## src/rtl/line_buffer_reader.sv

```systemverilog
// Streaming line-buffer read controller: walks a circular line in BRAM and presents pixels as a valid/ready stream.
// Optional build macro LINE_BUFFER_READER_CHECK_EN adds o_err and rejects out-of-range starts.
module line_buffer_reader #(
  parameter int DEPTH  = 2000,
  parameter int ADDR_W = 11,
  parameter int DATA_W = 8
) (
  input  logic              i_clk,
  input  logic              i_rst,
  input  logic              i_start,
  input  logic [ADDR_W-1:0] i_base_addr,
  input  logic [ADDR_W-1:0] i_length,
  output logic [ADDR_W-1:0] o_rd_addr,
  input  logic [DATA_W-1:0] i_rd_data,
  output logic [DATA_W-1:0] o_m_data,
  output logic              o_m_valid,
  input  logic              i_m_ready,
  output logic              o_m_last,
  output logic              o_busy,
  output logic              o_done
`ifdef LINE_BUFFER_READER_CHECK_EN
  ,
  output logic              o_err
`endif
);

  typedef enum logic [1:0] {IDLE, READ, DRAIN} state_t;

  localparam logic [ADDR_W-1:0] L_DEPTH = ADDR_W'(DEPTH);
  localparam logic [ADDR_W-1:0] L_LAST  = ADDR_W'(DEPTH - 1);
  localparam logic [ADDR_W-1:0] L_ONE   = ADDR_W'(1);

  state_t            r_state;
  state_t            w_next_state;

  logic [ADDR_W-1:0] r_rd_addr;
  logic [ADDR_W-1:0] r_issue_left;
  logic              r_flag0;
  logic              r_flag1;
  logic              r_last0;
  logic              r_last1;
  logic              r_done;

  logic [DATA_W-1:0] r_fifo_data [4];
  logic              r_fifo_last [4];
  logic [1:0]        r_wr_ptr;
  logic [1:0]        r_rd_ptr;
  logic [2:0]        r_count;

  logic              w_start_bad;
  logic              w_accept;
  logic              w_issue;
  logic              w_push;
  logic              w_pop;
  logic              w_drained;
  logic              w_finish;
  logic [2:0]        w_occupancy;
  logic [ADDR_W-1:0] w_next_addr;

`ifdef LINE_BUFFER_READER_CHECK_EN
  logic              r_err;
  assign w_start_bad = (i_length > L_DEPTH) || (i_base_addr >= L_DEPTH);
  assign o_err       = r_err;
`else
  assign w_start_bad = 1'b0;
`endif

  // Reads in flight plus buffered pixels never exceed the FIFO depth, so a push always has room.
  assign w_occupancy = r_count + {2'b00, r_flag0} + {2'b00, r_flag1};
  assign w_issue     = (r_state == READ) && (r_issue_left != '0) && (w_occupancy < 3'd4);
  assign w_push      = r_flag1;
  assign w_pop       = o_m_valid && i_m_ready;
  assign w_drained   = (r_count == 3'd0) && !r_flag0 && !r_flag1;
  assign w_next_addr = (r_rd_addr >= L_LAST) ? '0 : r_rd_addr + L_ONE;

  always_ff @(posedge i_clk or posedge i_rst) begin
    if (i_rst) r_state <= IDLE;
    else       r_state <= w_next_state;
  end

  always_comb begin
    w_next_state = r_state;
    case (r_state)
      IDLE:    if (i_start && !w_start_bad && (i_length != '0)) w_next_state = READ;
      READ:    if ((r_issue_left == '0) || (w_issue && (r_issue_left == L_ONE))) w_next_state = DRAIN;
      DRAIN:   if (w_drained) w_next_state = IDLE;
      default: w_next_state = IDLE;
    endcase
  end

  always_comb begin
    o_busy   = (r_state != IDLE);
    w_accept = (r_state == IDLE) && i_start && !w_start_bad;
    w_finish = (r_state == DRAIN) && w_drained;
  end

  // The accepting edge itself issues the first read by loading base into the address register.
  always_ff @(posedge i_clk or posedge i_rst) begin
    if (i_rst) begin
      r_rd_addr    <= '0;
      r_issue_left <= '0;
      r_flag0      <= 1'b0;
      r_flag1      <= 1'b0;
      r_last0      <= 1'b0;
      r_last1      <= 1'b0;
      r_done       <= 1'b0;
`ifdef LINE_BUFFER_READER_CHECK_EN
      r_err        <= 1'b0;
`endif
    end else begin
      r_done  <= w_finish || (w_accept && (i_length == '0));
      r_flag1 <= r_flag0;
      r_last1 <= r_last0;
`ifdef LINE_BUFFER_READER_CHECK_EN
      r_err   <= (r_state == IDLE) && i_start && w_start_bad;
`endif
      if (w_accept && (i_length != '0)) begin
        r_rd_addr    <= i_base_addr;
        r_issue_left <= i_length - L_ONE;
        r_flag0      <= 1'b1;
        r_last0      <= (i_length == L_ONE);
      end else if (w_issue) begin
        r_rd_addr    <= w_next_addr;
        r_issue_left <= r_issue_left - L_ONE;
        r_flag0      <= 1'b1;
        r_last0      <= (r_issue_left == L_ONE);
      end else begin
        r_flag0      <= 1'b0;
        r_last0      <= 1'b0;
      end
    end
  end

  always_ff @(posedge i_clk or posedge i_rst) begin
    if (i_rst) begin
      for (int i = 0; i < 4; i++) begin
        r_fifo_data[i] <= '0;
        r_fifo_last[i] <= 1'b0;
      end
      r_wr_ptr <= 2'd0;
      r_rd_ptr <= 2'd0;
      r_count  <= 3'd0;
    end else begin
      if (w_push) begin
        r_fifo_data[r_wr_ptr] <= i_rd_data;
        r_fifo_last[r_wr_ptr] <= r_last1;
        r_wr_ptr              <= r_wr_ptr + 2'd1;
      end
      if (w_pop) r_rd_ptr <= r_rd_ptr + 2'd1;
      case ({w_push, w_pop})
        2'b10:   r_count <= r_count + 3'd1;
        2'b01:   r_count <= r_count - 3'd1;
        default: r_count <= r_count;
      endcase
    end
  end

  // First-word-fall-through: the head entry drives the stream directly and only moves on a handshake.
  assign o_m_valid = (r_count != 3'd0);
  assign o_m_data  = r_fifo_data[r_rd_ptr];
  assign o_m_last  = o_m_valid && r_fifo_last[r_rd_ptr];
  assign o_rd_addr = r_rd_addr;
  assign o_done    = r_done;

endmodule

```

## config.mk

```make
export PLATFORM = sky130hd
export DESIGN_NAME = line_buffer_reader
export DESIGN_NICKNAME = d
export VERILOG_FILES = /design/src/rtl/line_buffer_reader.sv
export SDC_FILE = /design/constraint.sdc
export NUM_CORES = 1
export LEC_CHECK = 0
export CAP_MARGIN = 30
export CORE_ASPECT_RATIO = 0.6
export CORE_MARGIN = 2
export CORE_UTILIZATION = 50
export DETAILED_ROUTE_END_ITERATION = 16
export PLACE_DENSITY = 0.8
export SYNTH_ARGS = -nofsm -noshare
export SYNTH_HDL_FRONTEND = slang
export SYNTH_SLANG_ARGS = --single-unit
```

## constraint.sdc

```tcl
create_clock -name i_clk -period 3.9 [get_ports i_clk]
set_input_delay 0.78 -clock i_clk [delete_from_list [all_inputs] [get_ports i_clk]]
set_output_delay 0.78 -clock i_clk [all_outputs]
set_load 0.05 [all_outputs]
```

==> run_results.csv, run 1 <==
group,metric,value,unit
sta,fmax,0.306,GHz
outcome,outcome,"finished, final reports clean",
setup_path,crit_required,3.12,ns
die,start_util,0.518,
synthesis,synth_ff_type,"dfrtp_1",
clocking,clk_pin_slew,0.05,ns
synthesis,netlist_area,3780,µm²
sta,slew_viol_final,0,
die,die_x,116,µm
placement,dp_hpwl,6.14,mm
cells_and_area,n_antenna_cell,0,
synthesis,yosysUniqueCellTypes,51,
synthesis,synth_top_area_share,0.477,
synthesis,netlist_top_cells_area,"dfrtp_1, mux2_2, mux4_2, ha_1, xor2_1",
hold_path,min_delay_path_depth,0,
sta,holdWs,0.373,ns
setup_path,slowest_stage,"clkdlybuf4s50_1",
placement,io_buffers,56,
global_route,grt_pass1_wl,14.7,mm
routing,num_vias,2893,
global_route,grt_usage,0.231,
pwr,peakVddDrop,0.453,mV
synthesis,synthArstFlopShare,1.00,
routing,dr.pass1.iters,4,
die,dieArea,8290,µm²
sta,setup-tns-final,0,ns
clocking,postCtsSetupRepairBufs,0,
clocking,cts_buffer_depth,2,
sta,tightest_slew,0.846,ns
clocking,cts_tree,"done",
synthesis,synthCells,336,
sta,setup_viol,0,
sta,finalCriticalPeriod,3.27,ns
setup_path,reg2reg_depth,7,
setup_path,end_kind,"output pin",
run,maxCapViolCount,0,
cells_and_area,area_growth,26.0,%
pwr,powerDensity,871,nW/µm²
routing,ant_nets,0,
cells_and_area,fillers,541,
routing,wl_per_cell,17.0,µm
setup_path,reg2reg_slack,1.11,ns
sta,hold_viol,0,
clocking,root_buffer,"clkbuf_16",
clocking,numCtsBuffers,9,
setup_path,crit_path_start,"r_rd_ptr[0]",
synthesis,yosysMostFrequentCell,"dfrtp_1",
setup_path,path_max_fanout,9,
synthesis,ys_seq_area_frac,0.477,
routing,drt-vias-per-instance,5.69,
setup_path,critPathKind,"register to output pin",
hold_path,hold_class,"register to register",
sta,rsz0062_at_grt,"no",
synthesis,synth_edf_count,0,
die,dieHeight,71.4,µm
routing,wirelength,8.63,mm
routing,drc,0,
placement,place.gp.congestion,0.899,
clocking,cts_resized,0,
synthesis,yosysWarnings,0,
synthesis,syn_avg_cell_area,11.2,µm²
clocking,worstSkewPairLatency,0.33,ns
synthesis,synth_nets,383,
sta,fin_crit_sh,0.838,
routing,first_iter_violations,240,
setup_path,critical_path.cell_chain,"buf_4, mux4_2, clkdlybuf4s50_1",
synthesis,synthTopCellsByCount,"dfrtp_1, mux2_2, nor2_1, nand2_1, inv_1",
pwr,leakage,1.95,nW
die,num_rows,24,
sta,skew,0.00437,ns
synthesis,ys_seq_elements,72,
die,ioPinCount,57,
die,core_area,7300,µm²
setup_path,startpoint_type,"register",
setup_path,setup.worst_path.end,"o_m_data[4]",
global_route,grt_max_degree,41,
setup_path,arrival,2.49,ns
cells_and_area,fin_nets,447,
global_route,overflow,0,
global_route,grt_pass1_vias,2945,
cells_and_area,layout-drive-gt1-share,0.188,
sta,slew_headroom,0.435,
placement,pre_cts_ws,0.640,ns
setup_path,rr_endpoint,"r_issue_left[4]",
setup_path,cpPeakStageDelay,0.72,ns
clocking,htreeDepth,3,
clocking,hold_buffers,0,
synthesis,synth_top_cell_by_area,"dfrtp_1",
sta,setup_ws,0.630,ns
global_route,antenna_found_initial,0,
clocking,cts_sinks,72,
setup_path,timing.rr.start,"r_issue_left[4]",
## cell usage in the layout, fill, tap and decap left out, types with 3 or more instances in the layout
cell	Yosys	layout
dfrtp_1	72	72
clkdlybuf4s50_1	0	56
mux2_2	36	36
nor2_1	23	23
nand2_1	19	19
inv_1	17	16
nor3_1	15	15
xor2_1	15	15
nand3_1	14	14
a21oi_1	13	13
ha_1	12	12
o21ai_0	9	9
mux4_2	9	9
clkbuf_16	0	9
buf_4	0	8
a31oi_1	7	7
a221o_1	6	6
nor4_1	4	4
and3_1	4	4
xnor2_1	4	4
nand2b_1	3	3
nor3b_1	3	3
or3_1	3	3
nand4_1	3	3
and2_1	3	3
clkinv_2	0	3
## how the worst min path moves through the flow
stage | startpoint | end | slack [ns]
3_5_place_dp | r_last0 | r_last1 | 0.35
2_1_floorplan | r_last0 | r_last1 | 0.33
6_report | r_last0 | r_last1 | 0.37
4_1_cts | r_last0 | r_last1 | 0.38
3_3_place_gp | r_last0 | r_last1 | 0.33
5_1_grt | r_last0 | r_last1 | 0.39
## registers in the layout, indices dropped and copies added (netlist names)
signal        flops
r_state           2
o_rd_addr        11
r_wr_ptr          2
r_last0           1
r_fifo_data      32
r_issue_left     11
o_done            1
r_flag0           1
r_fifo_last       4
r_flag1           1
r_rd_ptr          2
r_count           3
r_last1           1
## cell type report
class | count | area, µm² | share of cell area
clock buffers | 11 | 243 | 0.0510
repair buffers | 64 | 621 | 0.130
inverters | 17 | 63.8 | 0.0134
clock inverters | 4 | 45.0 | 0.00946
well taps | 104 | 130 | 0.0273
flip-flops and latches | 72 | 1800 | 0.378
multi-input cells | 236 | 1860 | 0.390
## through the flow
stage / power (mW) / util / cells / area, µm²
final: 4.15 / 0.652 / 508 / 4760
after floorplan: 2.73 / - / 336 / 3780
after global placement: 3.25 / 0.613 / 493 / 4470
after global routing: 4.38 / 0.652 / 508 / 4760
after CTS: 4.15 / 0.652 / 508 / 4760
after detailed placement: 3.33 / 0.613 / 493 / 4470
## critical path, delay by kind of cell (launching register included)
family / cells / cell delay [ns]
mux: 1 / 0.50
flops: 1 / 0.69
buf+inv: 2 / 0.97
## metal layers
metal | vias to the layer above | GRT usage | wire length, µm | share of wire
met5 | - | 0 | 0 | 0
met4 | 0 | 0.0556 | 51 | 0.0059
met3 | 8 | 0.0601 | 608 | 0.070
met2 | 95 | 0.344 | 3960 | 0.46
met1 | 1429 | 0.341 | 4020 | 0.47
li1 | 1361 | - | - | -
## power breakdown
| group | leakage, nW | internal (mW) | switching [mW] | total [mW] |
|---|---|---|---|---|
| registers | 0.839 | 1.05 | 0.287 | 1.33 |
| clock network | 0.145 | 0.505 | 0.291 | 0.796 |
| logic | 0.967 | 0.883 | 1.13 | 2.02 |
| total | 1.95 | 2.43 | 1.71 | 4.15 |
## logic make-up (layout without fill, tap and decap cells)
family          count (synthesis)  in the layout  share of synthesized area
compound gates                 51             51                     0.0914
xor+xnor                       19             19                     0.0440
fa+ha+maj                      13             13                     0.0450
buf+inv                        28             96                     0.0321
flops                          72             72                      0.477
mux                            46             46                      0.164
simple gates                  107            107                      0.147
(Power assumes the default switching activity.)
==> inputs of run 2 (changes only) <==
clock period = 3.15 ns   (was 3.9 ns; I/O delays follow)
==> run 2 against run 1 <==
Sequential cell count unchanged. Critical path depth unchanged. Clock skew increased by 0.0023 ns. Highest routed layer unchanged. Via count increased by 3.8%. Hold slack got worse by 0.0078 ns. Setup slack got worse by 0.51 ns. Register-to-register slack got worse by 0.78 ns. Clock-buffer cell count increased by 1. Power increased by 27%. Non-clock buffer count increased by 3. Largest cell class unchanged. Die area unchanged.
==> run_results.csv, run 2 (synthesis gave the netlist of run 1 again) <==
group,metric,value,unit
outcome,outcome,"finished, final reports clean",
hold_path,hold_class,"register to register",
pwr,p_clk_frac,0.208,
global_route,overflow,0,
sta,fin_crit_sh,0.962,
setup_path,startpoint_type,"register",
routing,met2_length,4.07,mm
pwr,leakage,1.98,nW
pwr,peakVddDrop,0.519,mV
pwr,pwr-share-comb,0.483,
clocking,cts_buffer_depth,2,
cells_and_area,layout-drive-gt1-share,0.194,
placement,dp_hpwl,6.33,mm
cells_and_area,largest_reg_flops,32,
clocking,numCtsBuffers,9,
die,ioPinCount,57,
placement,place.gp.congestion,0.898,
routing,top_layer,"met4",
clocking,clk_pin_slew,0.06,ns
sta,slew_headroom,0.654,
sta,slew_viol_final,0,
sta,tightest_slew,0.518,ns
cells_and_area,design_area,4830,µm²
die,start_util,0.518,
routing,wirelength,9.01,mm
routing,wl_met1,4.17,mm
placement,pre_cts_ws,0.244,ns
setup_path,arrival,2.40,ns
sta,rsz0062_at_grt,"no",
pwr,p_switching,2.13,mW
clocking,htreeDepth,3,
cells_and_area,regMostFlops,"r_fifo_data",
sta,finalCriticalPeriod,3.03,ns
clocking,cts_resized,0,
sta,setup-tns-final,0,ns
routing,first_iter_violations,281,
routing,drt-vias-per-instance,5.87,
die,core_area,7300,µm²
clocking,worstSkewPairLatency,0.33,ns
sta,skew,0.00670,ns
setup_path,path_max_fanout,7,
pwr,totalPowerFinal,5.26,mW
pwr,p_int,3.13,mW
cells_and_area,n_antenna_cell,0,
die,dieHeight,71.4,µm
setup_path,crit_required,2.52,ns
global_route,grt_usage,0.233,
run,maxCapViolCount,0,
global_route,grt_max_degree,73,
pwr,powerDensity,1090,nW/µm²
routing,wl_per_cell,17.6,µm
clocking,cts_sinks,72,
die,die_x,116,µm
cells_and_area,fin_nets,450,
sta,holdWs,0.365,ns
pwr,p_seq_frac,0.310,
cells_and_area,fillers,558,
sta,hold_viol,0,
global_route,antenna_found_initial,0,
sta,setup_viol,0,
global_route,grt_pass1_vias,2964,
cells_and_area,final_cell_mix,"dfrtp_1, clkdlybuf4s50_1, mux2_2, nor2_1, nand2_1",
clocking,hold_buffers,0,
setup_path,critPathKind,"register to output pin",
die,num_rows,24,
clocking,postCtsSetupRepairBufs,0,
pwr,swShare,0.405,
clocking,root_buffer,"clkbuf_16",
placement,io_buffers,56,
routing,drc,0,
routing,wl_met3,661,µm
clocking,cts_tree,"done",
routing,dr.pass1.iters,5,
die,dieArea,8290,µm²
sta,fmax,0.330,GHz
routing,ant_nets,0,
global_route,grt_pass1_wl,14.7,mm
setup_path,end_kind,"output pin",
sta,setup_ws,0.121,ns
placement,dpl_cell_area,4510,µm²
cells_and_area,area_growth,27.8,%
routing,num_vias,3002,
cells_and_area,final_common_cell,"dfrtp_1",
==> run 2: final cells by class <==
cell class              count  area [µm²]  area share
well taps                 104         130      0.0269
clock buffers              12         256      0.0531
flip-flops and latches     72        1800       0.373
inverters                  17        63.8      0.0132
repair buffers             67         656       0.136
clock inverters             3        65.1      0.0135
multi-input cells         236        1860       0.384
==> run 2: stage by stage <==
stage,util,std cells
after detailed placement,0.618,496
after CTS,0.662,511
after global routing,0.662,511
after global placement,0.618,496
final,0.662,511
after floorplan,-,336
==> run 2: routing by layer <==
metal / global-route usage / up-vias
met5: 0 / -
met4: 0.0728 / 0
met3: 0.0694 / 16
met2: 0.351 / 151
met1: 0.329 / 1479
li1: - / 1356
==> run 2: power groups by stage <==
stage | Clock (mW) | Sequential (mW) | Combinational (mW)
5_1_grt | 1.16 | 1.67 | 2.69
4_1_cts | 1.11 | 1.62 | 2.54
2_1_floorplan | 0 | 1.67 | 1.71
3_5_place_dp | 0 | 1.62 | 2.51
3_3_place_gp | 0 | 1.60 | 2.43
6_report | 1.09 | 1.63 | 2.54
==> run 2: path summary, 6_finish.rpt <==
path,cells after the start,end,slack [ns],startpoint
max in group asynchronous,3,r_issue_left[2],2.15,i_rst
min reg2reg,0,r_last1,0.37,r_last0
max reg2reg,6,o_rd_addr[9],0.33,r_issue_left[4]
min in group asynchronous,3,r_fifo_data[10],0.70,i_rst
max,3,o_m_data[6],0.12,r_rd_ptr[0]
min,0,r_last1,0.37,r_last0
==> run 2: worst max-delay path, cell delays in order (launching register included) <==
cell and delay, ns:
dfrtp_1 0.61, buf_4 0.24, mux4_2 0.50, clkdlybuf4s50_1 0.72
==> inputs of run 3 (changes only) <==
REMOVE_ABC_BUFFERS = 1   (was unset)
==> run 3 against run 2 <==
Critical path depth decreased by 1. Setup slack improved by 0.10 ns. Non-clock buffer count increased by 1. Hold slack got worse by 0.015 ns. Cell count up 0.39%.
==> run_results.csv, run 3 (synthesis gave the netlist of run 1 again) <==
group,metric,value,unit
cells_and_area,layout-drive-gt1-share,0.193,
clocking,worstSkewPairLatency,0.33,ns
setup_path,reg2reg_depth,7,
global_route,grt_usage,0.237,
cells_and_area,fillers,538,
cells_and_area,area_growth,27.8,%
setup_path,critPathKind,"register to output pin",
sta,fin_crit_sh,0.930,
outcome,outcome,"finished, final reports clean",
routing,num_vias,2876,
sta,slew_headroom,0.577,
sta,setup-tns-final,0,ns
clocking,cts_buffer_depth,2,
global_route,antenna_found_initial,0,
sta,tightest_slew,0.633,ns
cells_and_area,n_antenna_cell,0,
die,dieArea,8290,µm²
setup_path,path_max_fanout,10,
routing,wl_per_cell,17.1,µm
global_route,grt_pass1_wl,15.0,mm
hold_path,hold_class,"register to register",
setup_path,slowest_stage,"clkdlybuf4s50_1",
routing,drt-vias-per-instance,5.61,
placement,dp_hpwl,6.41,mm
die,core_area,7300,µm²
setup_path,cpPeakStageDelay,0.72,ns
routing,dr.pass1.iters,4,
cells_and_area,regMostFlops,"r_fifo_data",
routing,wirelength,8.78,mm
routing,drc,0,
die,num_rows,24,
setup_path,startpoint_type,"register",
global_route,use_met2,0.316,
routing,ant_nets,0,
setup_path,timing.rr.start,"r_flag1",
hold_path,min_delay_path_depth,0,
clocking,root_buffer,"clkbuf_16",
die,ioPinCount,57,
pwr,powerDensity,1080,nW/µm²
global_route,overflow,0,
run,maxCapViolCount,0,
clocking,cts_sinks,72,
sta,skew,0.00337,ns
setup_path,crit_path_start,"r_rd_ptr[1]",
sta,fmax,0.341,GHz
sta,setup_viol,0,
cells_and_area,largest_reg_flops,32,
placement,place.gp.congestion,0.916,
die,start_util,0.518,
clocking,clk_pin_slew,0.05,ns
placement,io_buffers,56,
global_route,use_met3,0.0745,
clocking,cts_resized,0,
pwr,peakVddDrop,0.613,mV
clocking,postCtsSetupRepairBufs,0,
global_route,grt_max_degree,34,
cells_and_area,final_cell_mix,"dfrtp_1, clkdlybuf4s50_1, mux2_2, nor2_1, nand2_1",
sta,slew_viol_final,0,
global_route,grt_pass1_vias,2926,
setup_path,crit_required,2.52,ns
cells_and_area,fin_nets,451,
hold_path,min_from,"r_last0",
clocking,hold_buffers,0,
die,dieHeight,71.4,µm
global_route,grtUsageMet1,0.370,
sta,holdWs,0.350,ns
setup_path,end_kind,"output pin",
pwr,leakage,1.98,nW
global_route,gr-max-usage-layer,"met1",
sta,rsz0062_at_grt,"no",
clocking,htreeDepth,3,
clocking,cts_tree,"done",
sta,finalCriticalPeriod,2.93,ns
routing,first_iter_violations,161,
clocking,numCtsBuffers,9,
cells_and_area,final_common_cell,"dfrtp_1",
setup_path,arrival,2.30,ns
sta,hold_viol,0,
setup_path,critical_path.cell_chain,"mux4_2, clkdlybuf4s50_1",
die,die_x,116,µm
[run 3: cell types whose count changed in the layout (fill, tap and decap cells not counted)]
cell,delta
clkbuf_8,-1
clkbuf_1,+2
buf_4,+1
[run 3: metal layers]
layer  up-vias  routed length [µm]
li1       1359                   -
met1      1405                4350
met2       100                3690
met3        12                 627
met4         0                 110
met5         -                   0
[run 3: path summary, 6_finish.rpt]
path                              endpoint  slack (ns)
max                            o_m_data[7]        0.22
min                                r_last1        0.35
max reg2reg                   o_rd_addr[2]        0.33
min reg2reg                        r_last1        0.35
max in group asynchronous  r_fifo_data[10]        1.88
min in group asynchronous  r_fifo_data[14]        0.65
[run 3: cell type report]
type / count / area [µm²] / share of cell area
clock buffers: 13 / 250 / 0.0518
clock inverters: 3 / 65.1 / 0.0135
inverters: 17 / 63.8 / 0.0132
multi-input cells: 236 / 1860 / 0.384
flip-flops and latches: 72 / 1800 / 0.373
well taps: 104 / 130 / 0.0269
repair buffers: 68 / 663 / 0.137
[run 3: worst max-delay path: cells and delay by family (launching register included)]
family	cells	cell delay [ns]
flip-flops	1	0.68
multiplexers	1	0.57
buffers and inverters	1	0.72
[run 3: per-stage QoR]
| stage | total power, mW | instance area (µm²) | worst slack [ns] | std cells | util |
|---|---|---|---|---|---|
| after floorplan | 3.33 | 3720 | 0.365 | 325 | - |
| after global placement | 4.03 | 4520 | 0.336 | 497 | 0.619 |
| after detailed placement | 4.11 | 4520 | 0.213 | 497 | 0.619 |
| after CTS | 5.23 | 4830 | 0.221 | 513 | 0.662 |
| after global routing | 5.52 | 4830 | 0.0949 | 513 | 0.662 |
| final | 5.20 | 4830 | 0.221 | 513 | 0.662 |
[run 3: power by group]
group	total [mW]	leakage [nW]	internal, mW	switching (mW)
logic	2.49	0.991	1.10	1.38
clock network	1.08	0.154	0.714	0.364
registers	1.64	0.839	1.29	0.342
total	5.20	1.98	3.11	2.09
